`src/rtl/per_out_fifo_pkg.sv`:
```
// ============================================================================
// Module  : per_out_fifo_pkg
// Brief   : Register map and STAT bit layout shared by the output-FIFO slave.
// Revision: 1.0
// ============================================================================
`default_nettype none

package per_out_fifo_pkg;

    typedef enum logic [1:0] {
        REG_DATA = 2'd0,
        REG_STAT = 2'd1,
        REG_CNT  = 2'd2,
        REG_RSVD = 2'd3
    } reg_idx_e;

    localparam int c_stat_empty   = 0;
    localparam int c_stat_full    = 1;
    localparam int c_stat_eof     = 2;
    localparam int c_stat_ovf     = 3;
    localparam int c_stat_cnt_lsb = 8;

    // A threshold of zero would hold the interrupt permanently; treat it as one.
    function automatic logic [7:0] f_thr_sanitize(input logic [7:0] i_val);
        return (i_val == 8'd0) ? 8'd1 : i_val;
    endfunction

endpackage

`default_nettype wire

```
`src/rtl/per_out_fifo_ram.sv`:
```
// ============================================================================
// Module  : per_out_fifo_ram
// Brief   : DEPTH x 16 storage, one synchronous write port, one async read port.
// Revision: 1.0
// ============================================================================
`default_nettype none

module per_out_fifo_ram #(
    parameter int DEPTH = 16,
    parameter int AW    = 4
) (
    input  logic          clk,
    input  logic          i_we,
    input  logic [AW-1:0] i_waddr,
    input  logic [15:0]   i_wdata,
    input  logic [AW-1:0] i_raddr,
    output logic [15:0]   o_rdata
);

    logic [15:0] r_mem [DEPTH];

    always_ff @(posedge clk) begin
        if (i_we) begin
            r_mem[i_waddr] <= i_wdata;
        end
    end

    assign o_rdata = r_mem[i_raddr];

endmodule

`default_nettype wire

```
`src/rtl/per_out_fifo.sv`:
```
// ============================================================================
// Module  : per_out_fifo
// Brief   : openMSP430 peripheral slave capturing the program output stream
//           into a FIFO drained over valid/ready. OUT_FIFO_IRQ_EN adds the
//           threshold register and the level interrupt.
// Revision: 1.0
// ============================================================================
`default_nettype none

module per_out_fifo
    import per_out_fifo_pkg::*;
#(
    parameter logic [14:0] BASE_ADDR = 15'h0100,
    parameter int          DEPTH     = 16,
    parameter int          AW        = 4
) (
    input  logic        mclk,
    input  logic        puc_rst,
    input  logic [13:0] per_addr,
    input  logic [15:0] per_din,
    input  logic        per_en,
    input  logic [1:0]  per_we,
    output logic [15:0] per_dout,
    output logic [15:0] out_data,
    output logic        out_valid,
    input  logic        out_ready,
    output logic        out_eof,
    output logic        irq_out
);

    logic [AW:0]   r_wr_ptr;
    logic [AW:0]   r_rd_ptr;
    logic          r_eof;
    logic          r_ovf;
    logic [AW:0]   w_count;
    logic [7:0]    w_count8;
    logic          w_empty;
    logic          w_full;
    logic          w_sel;
    reg_idx_e      w_idx;
    logic          w_rd;
    logic          w_data_wr;
    logic          w_stat_wr;
    logic          w_push;
    logic          w_pop;
    logic [15:0]   w_ram_rdata;
    logic [15:0]   w_head;
    logic [15:0]   w_cnt_rd;

    assign w_sel     = per_en && (per_addr[13:2] == BASE_ADDR[14:3]);
    assign w_idx     = reg_idx_e'(per_addr[1:0]);
    assign w_rd      = w_sel && (per_we == 2'b00);
    assign w_data_wr = w_sel && (w_idx == REG_DATA) && (per_we == 2'b11);
    assign w_stat_wr = w_sel && (w_idx == REG_STAT) && (per_we != 2'b00);

    assign w_count  = r_wr_ptr - r_rd_ptr;
    assign w_count8 = 8'(w_count);
    assign w_empty  = (r_wr_ptr == r_rd_ptr);
    assign w_full   = (r_wr_ptr[AW] != r_rd_ptr[AW]) &&
                      (r_wr_ptr[AW-1:0] == r_rd_ptr[AW-1:0]);

    // Full is judged before any same-cycle pop, so a push into a full FIFO drops.
    assign w_push = w_data_wr && (per_din != 16'd0) && !w_full;
    assign w_pop  = !w_empty && out_ready;

    always_ff @(posedge mclk or posedge puc_rst) begin
        if (puc_rst) begin
            r_wr_ptr <= '0;
            r_rd_ptr <= '0;
            r_eof    <= 1'b0;
            r_ovf    <= 1'b0;
        end else begin
            if (w_push) begin
                r_wr_ptr <= r_wr_ptr + 1'b1;
            end
            if (w_pop) begin
                r_rd_ptr <= r_rd_ptr + 1'b1;
            end
            if (w_data_wr && (per_din == 16'd0)) begin
                r_eof <= 1'b1;
            end else if (w_stat_wr && per_din[c_stat_eof]) begin
                r_eof <= 1'b0;
            end
            if (w_data_wr && (per_din != 16'd0) && w_full) begin
                r_ovf <= 1'b1;
            end else if (w_stat_wr && per_din[c_stat_ovf]) begin
                r_ovf <= 1'b0;
            end
        end
    end

    per_out_fifo_ram #(
        .DEPTH (DEPTH),
        .AW    (AW)
    ) u_ram (
        .clk     (mclk),
        .i_we    (w_push),
        .i_waddr (r_wr_ptr[AW-1:0]),
        .i_wdata (per_din),
        .i_raddr (r_rd_ptr[AW-1:0]),
        .o_rdata (w_ram_rdata)
    );

    assign w_head    = w_empty ? 16'd0 : w_ram_rdata;
    assign out_data  = w_head;
    assign out_valid = !w_empty;
    assign out_eof   = r_eof && w_empty;

`ifdef OUT_FIFO_IRQ_EN
    logic [7:0] r_thr;
    logic       r_irq;

    always_ff @(posedge mclk or posedge puc_rst) begin
        if (puc_rst) begin
            r_thr <= 8'(DEPTH / 2);
            r_irq <= 1'b0;
        end else begin
            if (w_sel && (w_idx == REG_CNT) && per_we[0]) begin
                r_thr <= f_thr_sanitize(per_din[7:0]);
            end
            r_irq <= (w_count8 >= r_thr) || (r_eof && w_empty) || r_ovf;
        end
    end

    assign w_cnt_rd = {8'd0, r_thr};
    assign irq_out  = r_irq;
`else
    assign w_cnt_rd = 16'd0;
    assign irq_out  = 1'b0;
`endif

    always_comb begin
        per_dout = 16'd0;
        if (w_rd) begin
            case (w_idx)
                REG_DATA: per_dout = w_head;
                REG_STAT: per_dout = {w_count8, 4'b0000, r_ovf, r_eof, w_full, w_empty};
                REG_CNT:  per_dout = w_cnt_rd;
                default:  per_dout = 16'd0;
            endcase
        end
    end

endmodule

`default_nettype wire

```
`config.mk`:
```
export PLATFORM = sky130hd
export DESIGN_NAME = per_out_fifo
export DESIGN_NICKNAME = d
export VERILOG_FILES = /design/src/rtl/per_out_fifo_pkg.sv /design/src/rtl/per_out_fifo_ram.sv /design/src/rtl/per_out_fifo.sv
export SDC_FILE = /design/constraint.sdc
export NUM_CORES = 1
export LEC_CHECK = 0
export BUFFER_PORTS_ARGS = -buffer_cell sky130_fd_sc_hd__buf_2
export CORE_MARGIN = 2
export CORE_UTILIZATION = 50
export CTS_CLUSTER_DIAMETER = 100
export DETAILED_ROUTE_END_ITERATION = 10
export PLACE_DENSITY = 0.71
export SLEW_MARGIN = 10
export SYNTH_ARGS = -nofsm -noshare
export SYNTH_HDL_FRONTEND = slang
export SYNTH_HIERARCHICAL = 1
export SYNTH_SLANG_ARGS = --single-unit
```
`constraint.sdc`:
```
create_clock -name mclk -period 10.2 [get_ports mclk]
set_clock_uncertainty 0.2 [all_clocks]
set_input_delay 2.04 -clock mclk [delete_from_list [all_inputs] [get_ports mclk]]
set_output_delay 2.04 -clock mclk [all_outputs]
set_load 0.1 [all_outputs]
```
==> results_dict.tcl, run 1 <==
set metrics [dict create \
    synth-edff-count 256 \
    crit_arrival_ns 4.18 \
    synth_seq_cells 268 \
    syn-num-nets 588 \
    dieArea_um2 23100 \
    yosysWarnings 6 \
    dp_hpwl_um 14400 \
    synth_area_um2 10900 \
    dpl_cell_area_um2 11700 \
    async_flop_share 0.0448 \
    insertion_delay_ns 0.52 \
    cts_num_sinks 268 \
    coreArea_um2 21600 \
    wl_per_cell_um 25.6 \
    outcome "finished clean" \
    rsz0062_at_grt "false" \
    synthCells 545 \
    grt_overflow 0 \
    cts_buffer_depth 3 \
    gp_congestion 0.826 \
    port_buffers 69 \
    cts_tree "yes" \
    synth_top_area_frac 0.703 \
    fin_crit_ns 6.42 \
    area_delta_synth_final_pct 15.0 \
    ctsResizeCount 0 \
    yosys.area.top_type "edfxtp_1" \
    drv_slew 0 \
    setup_viol 0 \
    grt_max_degree 69 \
    final_cell_mix "edfxtp_1 (256), buf_2 (69), mux4_2 (54), a22oi_1 (32), clkbuf_16 (27)" \
    maxCapViolCount 0 \
    cts_max_level 1 \
    via_per_inst 6.14 \
    peakVddDrop_mv 0.302 \
    worstSetupPathType "in2out" \
    grt_pass1_wl_um 35600 \
    netlist-cell-type-count 47 \
    num_rows 54 \
    first_pass_iters 5 \
    wl_um 24000 \
    worstPathMaxFanout 14 \
    worst_ep_required_time_ns 7.96 \
    numCtsBuffers 27 \
    cts-hold-fix-buffers 0 \
    critPathLaunch "per_addr[11]" \
    synth_top_flop_cell "edfxtp_1" \
    final_area_um2 12600 \
    die_width_um 152 \
    worst_pin_slew_ns 1.25 \
    start_kind "input pin" \
    reg2reg_from "r_rd_ptr[1]$_DFFE_PP0P_" \
    cp-end-kind "primary output" \
    clockRootBuffer "clkbuf_16" \
    drive_gt1_frac 0.320 \
    initial_core_util 0.506 \
    drc 0 \
    clk_pin_slew_ns 0.06 \
    floorplan.die.height_um 152 \
    vias 5757 \
    synth_area_leaders "edfxtp_1 (70%), mux4_2 (11%), dfrtp_1 (2.7%), mux4_1 (2.4%), a22oi_1 (2.2%)" \
    track_usage 0.206 \
    pwr_density_cell_nw_per_um2 285 \
    antenna_found_initial 1 \
    pin_count 71 \
    ys_seq_area_frac 0.731 \
    ant_nets 0 \
    relSlewSlack 0.164 \
    grt_pass1_vias 5690 \
    post_cts_buffers 0 \
    finalCritPeriodShare 0.629 \
    hold_path_class "reg2reg" \
    min_from "r_ovf$_DFFE_PP0P_" \
    layout.cells.most_common "edfxtp_1" \
    fmax_ghz 0.156 \
    finalSetupTns_ns 0 \
    n_antenna_cell 0 \
    drt_iter0_drc 585 \
    finalHoldViolCount 0 \
    fin_nets 680 \
    avgSynthCellArea_um2 20.1 \
    p_leak_nw 4.26 \
]
## where the power goes
group          switching (W)  leakage [nW]  internal [W]
combinational       0.000942          1.38      0.000397
sequential         0.0000556          2.45       0.00122
clock               0.000390         0.436      0.000583
total                0.00139          4.26       0.00220
## synthesized netlist by cell type, types with 2 or more instances
cell type	instances
inv_1	10
xnor2_1	6
clkbuf_1	11
buf_6	4
ha_1	6
o31ai_1	2
mux4_2	54
nor4_4	2
nor2b_1	3
nor3_1	5
nand2_1	20
nand4_1	2
edfxtp_1	256
a22oi_1	32
a22o_1	6
nand2b_1	2
mux4_1	10
or3_1	2
nand3_1	4
and4_1	2
buf_4	4
dfrtp_1	12
nor4_1	7
a21oi_1	3
o2111ai_1	2
and2_1	25
buf_2	4
and3_1	2
nor2_1	15
o21ai_0	4
nor4b_4	3
xor2_1	4
nand3b_1	5
buf_1	3
## worst paths after layout
path                                                       to  slack (ns)  cells after the start
worst min-delay path                        r_ovf$_DFFE_PP0P_        0.30                      2
worst max register to register  u_ram/r_mem[12][13]$_DFFE_PP_        5.79                      9
worst min register to register              r_ovf$_DFFE_PP0P_        0.30                      2
max in group asynchronous             r_rd_ptr[0]$_DFFE_PP0P_        8.10                      2
worst max-delay path                             per_dout[13]        3.78                      6
min in group asynchronous             r_rd_ptr[0]$_DFFE_PP0P_        1.33                      2
## registers in the layout, summed over array words and instances (netlist names)
signal,cells
u_ram/r_mem,256
r_rd_ptr,5
r_wr_ptr,5
r_eof,1
r_ovf,1
## critical path, cell delays in order
cell	delay (ns)
buf_2	0.11
nor4_4	0.32
nand4_4	0.24
nor4_4	0.73
and2_1	0.28
buf_2	0.44
## through the flow
step	std cells	total power, W	util	hold slack (ns)	worst slack, ns
2_1_floorplan	545	0.00236	-	0.262	3.56
3_3_place_gp	888	0.00262	0.541	0.289	3.85
3_5_place_dp	888	0.00264	0.541	0.290	3.78
4_1_cts	937	0.00360	0.581	0.305	3.78
5_1_grt	937	0.00371	0.581	0.341	3.69
6_report	937	0.00358	0.581	0.305	3.78
## area by class of cell
cell class                 instances  area [um2]
multi-input combinational        241        2810
clock inverter                    21         205
inverter                          10        37.5
sequential                       268        7990
timing repair buffer              89         495
tap                              280         350
clock buffer                      28         679
fill                            1595        9050
## routing by layer
metal	up-vias	GRT usage	part of all wire
met2	281	0.329	0.48
met4	2	0.0672	0.026
met1	2988	0.295	0.42
li1	2440	-	-
met3	46	0.0354	0.079
met5	-	0	0.00054
## cells by family (layout without fill, tap and decap cells)
logic type	count (synthesis)	count (layout)	synth area share
flops	268	268	0.731
simple gates	103	103	0.0606
mux	66	66	0.137
compound gates	53	53	0.0360
buf+inv	36	148	0.0169
xor+xnor	11	11	0.00950
fa+ha+maj	7	7	0.00870
other cells	1	1	0.000343
Power figures use the tool's default switching activity.
==> run 2, diff against run 1 <==
Settings changed: PLACE_DENSITY 0.71 to 0.73.
Clock period 10.2 ns to 5.9 ns, I/O delays scaled along.
==> results_dict.tcl, run 2 (synthesis results as in run 1) <==
set metrics [dict create \
    outcome "finished clean" \
    layout.cells.most_common "edfxtp_1" \
    finalSetupTns_ns 0 \
    holdPathStages 1 \
    post_cts_buffers 0 \
    dp_hpwl_um 14500 \
    reg2regPathDepth 8 \
    n_antenna_cell 0 \
    via_per_inst 6.16 \
    final_cell_mix "edfxtp_1 (256), buf_2 (69), mux4_2 (54), a22oi_1 (32), clkbuf_16 (27)" \
    worstSetupPathType "reg2out" \
    numCtsBuffers 26 \
    grt_pass1_vias 5742 \
    maxCapViolCount 0 \
    fmax_ghz 0.198 \
    cts_num_sinks 268 \
    grt_pass1_wl_um 36300 \
    grt_max_degree 53 \
    pwr_density_cell_nw_per_um2 490 \
    rsz0062_at_grt "false" \
    wl_per_cell_um 26.0 \
    n_fill_cell 1595 \
    dieArea_um2 23100 \
    drc 0 \
    relSlewSlack 0.265 \
    worst_pin_slew_ns 1.10 \
    antenna_found_initial 3 \
    grt_overflow 0 \
    finalHoldViolCount 0 \
    worstPathMaxFanout 24 \
    drive_gt1_frac 0.313 \
    hold_path_class "reg2reg" \
    cts_tree "yes" \
    cts_max_level 1 \
    ant_nets 0 \
    worst_ep_required_time_ns 4.52 \
    setup_viol 0 \
    cts_buffer_depth 3 \
    initial_core_util 0.506 \
    pin_count 71 \
    clk_pin_slew_ns 0.06 \
    fin_nets 680 \
    fin_util 0.580 \
    cp-end-kind "primary output" \
    fin_crit_ns 5.06 \
    reg2reg_from "r_rd_ptr[1]$_DFFE_PP0P_" \
    largest_register_ffs 256 \
    port_buffers 69 \
    die_width_um 152 \
    cp_cell_sequence "inv_1 > ha_1 > and4_1 > nand2_1 > and2_1 > and2_1 > buf_2" \
    finalCritPeriodShare 0.857 \
    regMostFlops "u_ram/r_mem" \
    insertion_delay_ns 0.53 \
    num_rows 54 \
    min_from "r_wr_ptr[4]$_DFFE_PP0P_" \
    first_pass_iters 5 \
    p_leak_nw 4.24 \
    vias 5759 \
    wl_um 24300 \
    cts-hold-fix-buffers 0 \
    gp_congestion 0.866 \
    area_delta_synth_final_pct 14.6 \
    coreArea_um2 21600 \
    cpMaxStageDelayCell "dfrtp_2" \
    reg2reg_to "u_ram/r_mem[12][11]$_DFFE_PP_" \
    track_usage 0.210 \
    floorplan.die.height_um 152 \
    holdPathEnd "r_wr_ptr[4]$_DFFE_PP0P_" \
    reg_top3 "u_ram/r_mem x256, r_rd_ptr x5, r_wr_ptr x5" \
    drv_slew 0 \
    drt_iter0_drc 623 \
    critPathMaxStageDelay_ns 0.75 \
    worst_path_most_repeated_cell "and2_1" \
    crit_arrival_ns 3.68 \
    r2r_slack_ns 1.90 \
    ctsResizeCount 0 \
    peakVddDrop_mv 0.607 \
    clockRootBuffer "clkbuf_16" \
    start_kind "flip-flop" \
]
-- run 2: power breakdown --
group	internal, W	switching (W)
Combinational	0.000687	0.00164
Sequential	0.00210	0.0000887
Clock	0.000961	0.000659
Total	0.00375	0.00239
-- run 2: how the worst max path moves through the flow --
stage / startpoint / endpoint / slack [ns] / depth (start not counted)
3_5_place_dp: per_addr[2] / u_ram/r_mem[12][2]$_DFFE_PP_ / 1.38 / 8
2_1_floorplan: r_wr_ptr[0]$_DFFE_PP0P_ / per_dout[5] / 0.58 / 7
5_1_grt: r_rd_ptr[1]$_DFFE_PP0P_ / per_dout[7] / 0.67 / 7
4_1_cts: r_rd_ptr[1]$_DFFE_PP0P_ / per_dout[7] / 0.84 / 7
3_3_place_gp: r_rd_ptr[1]$_DFFE_PP0P_ / per_dout[7] / 1.42 / 7
6_report: r_rd_ptr[1]$_DFFE_PP0P_ / per_dout[7] / 0.84 / 7
-- run 2: cell type report --
class | count | area [um2] | area share
repair buffers | 90 | 515 | 0.0411
clock buffers | 33 | 698 | 0.0557
multi-input cells | 241 | 2810 | 0.224
well taps | 280 | 350 | 0.0279
flip-flops and latches | 268 | 7990 | 0.638
clock inverters | 13 | 133 | 0.0106
inverters | 10 | 37.5 | 0.00299
-- run 2: stage by stage --
stage	cells	total power [W]	hold WS (ns)	worst slack [ns]	cell area, um2
after detailed placement	889	0.00457	0.327	1.38	11700
after CTS	935	0.00617	0.343	0.836	12500
after global placement	889	0.00455	0.297	1.42	11700
after global routing	935	0.00636	0.369	0.671	12500
final	935	0.00614	0.339	0.845	12500
after floorplan	545	0.00408	0.262	0.575	10900
-- run 2: per-layer routing --
layer / global-route usage / share of wire / vias to the layer above
li1: - / - / 2432
met1: 0.304 / 0.42 / 3035
met2: 0.333 / 0.47 / 249
met3: 0.0408 / 0.081 / 41
met4: 0.0525 / 0.022 / 2
met5: 0 / 0.00053 / -
-- run 2: critical path, delay by kind of cell (launching register included) --
kind                     cells  cell delay, ns
AND/OR/NAND/NOR              4            1.39
flip-flops                   1            0.75
buffers and inverters        2            0.64
adder cells (fa/ha/maj)      1            0.34
